==> config.mk <==
export PLATFORM = sky130hd
export DESIGN_NAME = gt_cell_flat
export DESIGN_NICKNAME = d
export VERILOG_FILES = /design/src/rtl/gt_cell_pkg.sv /design/src/rtl/gt_cell_if.sv /design/src/rtl/gt_cell_slice.sv /design/src/rtl/gt_cell.sv /design/src/flat_wrapper.sv
export SDC_FILE = /design/constraint.sdc
export NUM_CORES = 1
export LEC_CHECK = 0
export BUFFER_PORTS_ARGS = -buffer_cell sky130_fd_sc_hd__buf_2
export CORE_AREA = 3 3 40 42
export DETAILED_ROUTE_END_ITERATION = 16
export DIE_AREA = 0 0 43 45
export MAX_ROUTING_LAYER = met4
export PLACE_DENSITY = 0.3
export RECOVER_POWER = 50
export SLEW_MARGIN = 30
export SYNTH_ARGS = -nofsm -noshare
export SYNTH_HDL_FRONTEND = slang
export SYNTH_HIERARCHICAL = 1
export SYNTH_SLANG_ARGS = --single-unit
==> constraint.sdc <==
create_clock -name clk -period 0.8 [get_ports clk]
set_input_delay 0.16 -clock clk [delete_from_list [all_inputs] [get_ports clk]]
set_output_delay 0.16 -clock clk [all_outputs]
set_load 0.02 [all_outputs]
==> src/rtl/gt_cell_pkg.sv <==
// Shared constants for the gt_cell registered magnitude comparator.
// The operand width itself stays a module parameter; these are its defaults and limits.
package gt_cell_pkg;

  localparam int GT_DEFAULT_WIDTH = 4;
  localparam int GT_MAX_WIDTH     = 64;

endpackage : gt_cell_pkg

==> src/rtl/gt_cell_if.sv <==
// Operand/result bundle for gt_cell.
// The master drives both operands, and the comparator (slave) returns the registered result.
interface gt_cell_if #(
  parameter int WIDTH = gt_cell_pkg::GT_DEFAULT_WIDTH
);

  logic [WIDTH-1:0] a;
  logic [WIDTH-1:0] b;
  logic             out;

  modport master (
    output a,
    output b,
    input  out
  );

  modport slave (
    input  a,
    input  b,
    output out
  );

endinterface : gt_cell_if

==> src/rtl/gt_cell_slice.sv <==
// One bit of the MSB-to-LSB greater-than ripple chain.
// The first differing bit, scanning down from the MSB, decides the result.
module gt_bit_slice (
  input  logic a_i,
  input  logic b_i,
  input  logic gt_in,
  input  logic eq_in,
  output logic gt_out,
  output logic eq_out
);

  assign gt_out = gt_in | (eq_in & a_i & ~b_i);
  assign eq_out = eq_in & ~(a_i ^ b_i);

endmodule : gt_bit_slice

==> src/rtl/gt_cell.sv <==
// Registered unsigned comparator: out = (a > b), with one cycle of latency.
// The output comes from a ripple chain of gt_bit_slice instances feeding a single flop.
module gt_cell
  import gt_cell_pkg::*;
#(
  parameter int WIDTH = GT_DEFAULT_WIDTH
) (
  input  logic       clk,
  input  logic       rst,
  gt_cell_if.slave   bus
);

  logic [WIDTH:0] w_gt;
  logic [WIDTH:1] w_eq;
  logic           w_lsbEqUnused;
  logic           r_out;

  // The chain enters at the MSB with "nothing decided yet, still equal so far".
  assign w_gt[WIDTH] = 1'b0;
  assign w_eq[WIDTH] = 1'b1;

  for (genvar i = 0; i < WIDTH; i++) begin : g_slice
    if (i > 0) begin : g_mid
      gt_bit_slice u_slice (
        .a_i   (bus.a[i]),
        .b_i   (bus.b[i]),
        .gt_in (w_gt[i+1]),
        .eq_in (w_eq[i+1]),
        .gt_out(w_gt[i]),
        .eq_out(w_eq[i])
      );
    end else begin : g_lsb
      // The LSB equality output has no consumer; the chain ends at its gt output.
      gt_bit_slice u_slice (
        .a_i   (bus.a[i]),
        .b_i   (bus.b[i]),
        .gt_in (w_gt[i+1]),
        .eq_in (w_eq[i+1]),
        .gt_out(w_gt[i]),
        .eq_out(w_lsbEqUnused)
      );
    end
  end

  always_ff @(posedge clk or posedge rst) begin
    if (rst) begin
      r_out <= 1'b0;
    end else begin
      r_out <= w_gt[0];
    end
  end

  assign bus.out = r_out;

endmodule : gt_cell

==> src/flat_wrapper.sv <==
// flat-port wrapper written by rule: the top's interface ports become plain ports
module gt_cell_flat import gt_cell_pkg::*;
#(
  parameter int WIDTH = GT_DEFAULT_WIDTH
)
  (clk, rst, bus_a, bus_b, bus_out);
  gt_cell_if #(.WIDTH(WIDTH)) bus_i ();
  input  logic clk;
  input  logic rst;
  input wire logic [$bits(bus_i.a)-1:0] bus_a;
  input wire logic [$bits(bus_i.b)-1:0] bus_b;
  output wire logic [$bits(bus_i.out)-1:0] bus_out;
  assign bus_i.a = bus_a;
  assign bus_i.b = bus_b;
  assign bus_out = bus_i.out;
  gt_cell #(.WIDTH(WIDTH)) u_core (.clk(clk), .rst(rst), .bus(bus_i));
endmodule
-- Yosys cells after proc, flatten, opt, wreduce, memory -nomap -nowiden
Cells that the tools add are included.
- bitwise operators: 22
- operator list (kind ; number):
    $and 1x1->1 ; 9
    $not 1->1 ; 7
    $or 1x1->1 ; 3
    $xor 1x1->1 ; 3
- input bits: 10
- bits in registers: 1

-- Logic depth before layout (Yosys ltp)
- word-level depth: 7
- mapped depth: 6
- gate-level depth less buffers: 6

-- By module
Netlist, hierarchy kept.
- modules (own cells, without submodules) (module ; cells an instance ; instances ; area each (um2) ; sequential area each (um2)):
    gt_bit_slice ; 4 ; 4 ; 26.3 ; 0.0
    gt_cell ; 4 ; 1 ; 36.3 ; 25.0

-- Worst setup path after synthesis
Ideal clock, no wire load.
- path kind: input port to flip-flop
- start: input bus_b[3]
- end: register u_core.r_out, in the netlist u_core/bus.out
- buffers on the path: 0
- required time: 0.676 ns
- stages on the path: 6
- setup slack: -0.108 ns
- library setup time: 0.124 ns
- arrival: 0.784 ns
- cells stage by stage: xnor2_1 > and2_1 > nand2_1 > o21bai_1 > o21bai_1 > o21bai_1
- word-level cells in the longest chain between the ends: 7
- RTL lines (what ; line ; text):
    start: declaration ; flat_wrapper.sv:11 ; input wire logic [$bits(bus_i.b)-1:0] bus_b;
    $xor 1x1->1 ; gt_cell_slice.sv:13 ; assign eq_out = eq_in & ~(a_i ^ b_i);
    $not 1->1 ; gt_cell_slice.sv:13 ;
    net u_core.w_eq, one bit ; gt_cell.sv:14 ; logic [WIDTH:1] w_eq;
    $and 1x1->1 (2 in a row) ; gt_cell_slice.sv:12 ; assign gt_out = gt_in | (eq_in & a_i & ~b_i);
    $or 1x1->1 ; gt_cell_slice.sv:12 ;
    net u_core.w_gt[2] ; gt_cell.sv:13 ; logic [WIDTH:0] w_gt;
    $or 1x1->1 ; gt_cell_slice.sv:12 ;
    net u_core.w_gt[1] ; gt_cell.sv:13 ;
    $or 1x1->1 ; gt_cell_slice.sv:12 ;
    net u_core.w_gt[0] ; gt_cell.sv:13 ;
    end signal: assignment ; gt_cell.sv:49 ; r_out <= w_gt[0];
    end: declaration ; gt_cell.sv:16 ; logic r_out;
The timed path passes the listed nets, and every way through them passes these cells.

-- Worst setup path in the final report
- start: input bus_a[3]
- end: register u_core.r_out, in the netlist u_core/bus.out
- word-level cells in the longest chain between the ends: 7
- RTL lines (what ; line ; text):
    start: declaration ; flat_wrapper.sv:10 ; input wire logic [$bits(bus_i.a)-1:0] bus_a;
    $xor 1x1->1 ; gt_cell_slice.sv:13 ;
    $not 1->1 ; gt_cell_slice.sv:13 ;
    net u_core.w_eq, one bit ; gt_cell.sv:14 ;
    $and 1x1->1 (2 in a row) ; gt_cell_slice.sv:12 ;
    $or 1x1->1 ; gt_cell_slice.sv:12 ;
    net u_core.w_gt[2] ; gt_cell.sv:13 ;
    $or 1x1->1 ; gt_cell_slice.sv:12 ;
    net u_core.w_gt[1] ; gt_cell.sv:13 ;
    $or 1x1->1 ; gt_cell_slice.sv:12 ;
    net u_core.w_gt[0] ; gt_cell.sv:13 ;
The timed path passes the listed nets, and every way through them passes these cells.

==> flow_metrics.env <==
export IMPL_wirelength_um=292
export IMPL_place_ws_ns=-0.270
export IMPL_rsz0062_at_grt="yes"
export IMPL_p_per_area_nw_per_um2=671
export IMPL_start_util=0.0983
export IMPL_clkSlewWorstSetupHoldPaths_ns=0
export IMPL_die_height_um=45
export IMPL_vias=141
export IMPL_synth_cell_area_um2=126
export IMPL_place_area_um2=199
export IMPL_avgRoutedWirePerCell_um=6.64
export IMPL_nFillCells=148
export IMPL_fp_coreArea_um2=1280
export IMPL_grt_pass1_vias=158
export IMPL_avgSynthCellArea_um2=7.02
export IMPL_hold_viol_final=0
export IMPL_endpoint_kind="flip-flop"
export IMPL_die_w_um=43
export IMPL_layout_common_cells="buf_2, o21bai_1, nand2_1, conb_1"
export IMPL_area_delta_synth_final_pct=79.2
export IMPL_worst_ep_arrival_time_ns=0.93
export IMPL_final_min_clock_period_ns=1.05
export IMPL_min_path_type="primary input to asynchronous set/reset pin"
export IMPL_failed_checks="setup timing"
export IMPL_grt_max_degree=3
export IMPL_setup_viol=1
export IMPL_overflow=0
export IMPL_wl_met1_um=135
export IMPL_row_count=13
export IMPL_p_leak_nw=0.106
export IMPL_drive_above_1_share=0.483
export IMPL_gr_usage_all_layers=0.0368
export IMPL_setup_tns_ns=-0.251
export IMPL_start_kind="primary input"
export IMPL_dr_wl_met3_um=43
export IMPL_portBuffers=10
export IMPL_drc_errors=0
export IMPL_top_layer_used="met3"
export IMPL_vias_per_cell=3.20
export IMPL_period_share=1.31
export IMPL_drt_first_iter_violations=0
export IMPL_ys_warn_count=6
export IMPL_place_gp_congestion=0.775
export IMPL_postSynthCellCount=18
export IMPL_antenna_found_initial=0
export IMPL_nets=41
export IMPL_post_cts_buffers=0
export IMPL_met2WireLength_um=113
export IMPL_final_area_um2=226
export IMPL_status="complete, but fails checks"
export IMPL_grt_pass1_wl_um=572
export IMPL_fin_ws_ns=-0.251
export IMPL_worstPathRequired_ns=0.68
export IMPL_ios=11
export IMPL_drtPass1Iterations=1
export IMPL_max_freq_ghz=0.952
export IMPL_largest_reg_flops=1
export IMPL_die_area_um2=1940
export IMPL_n_antenna_cell=0
export IMPL_slew_viol_final=0
export IMPL_cp_max_fo=2
export IMPL_maxCapViolations=0
export IMPL_path_class="primary input to flip-flop"
export IMPL_final_antenna_net_count=0
export IMPL_mostFrequentLayoutCell="buf_2"
export IMPL_ir_worst_vdd_mv=0.147
==> per-layer routing <==
layer	global-route usage	vias up
li1	-	74
met1	0.0406	56
met2	0.0749	11
met3	0.00398	0
met4	0	0
met5	-	-
==> layout make-up <==
class                      instances  area [µm²]  area share
inverter                           1        3.75      0.0166
multi-input combinational         17         116       0.514
sequential                         1        25.0       0.110
tap                               15        18.8      0.0829
timing repair buffer              10        62.6       0.276
==> worst max-delay path, stage by stage <==
cell and delay [ns]:
buf_6 0.10, xnor2_2 0.12, and2_4 0.16, nand2_2 0.05, o21bai_1 0.06, o21bai_1 0.14
o21bai_1 0.14
==> power breakdown <==
part           total [mW]  internal (mW)  switching (mW)  leakage, nW
clock                   0              0               0            0
combinational      0.0955         0.0584          0.0371       0.0947
sequential         0.0564         0.0557        0.000726       0.0111
total               0.152          0.114          0.0378        0.106
==> path summary, 6_finish.rpt <==
path                          start                       end  slack [ns]  depth (start not counted)
hold / removal                  rst  u_core/bus.out$_DFF_PP0_       0.003                          2
min in group clk           bus_b[0]  u_core/bus.out$_DFF_PP0_        0.35                          2
max in group asynchronous       rst  u_core/bus.out$_DFF_PP0_        0.70                          2
setup / recovery           bus_a[3]  u_core/bus.out$_DFF_PP0_       -0.25                          7
==> per-stage QoR <==
stage / hold slack (ns) / power (mW) / instances / util
after floorplan: -0.111 / 0.0980 / 19 / -
after global placement: -0.00725 / 0.131 / 44 / 0.155
after detailed placement: 0.00822 / 0.134 / 44 / 0.155
after CTS: 0.00885 / 0.141 / 44 / 0.165
after global routing: 0.0217 / 0.166 / 44 / 0.176
final: 0.00316 / 0.152 / 44 / 0.176
==> timing repair <==
item	CTS	global route
hold buffers	0	0
gates resized for setup	2	4
endpoints found under the hold margin	0	0
pin swaps	0	1
endpoints found under the setup margin	1	1
No activity file was read; power rests on OpenSTA's default activity.
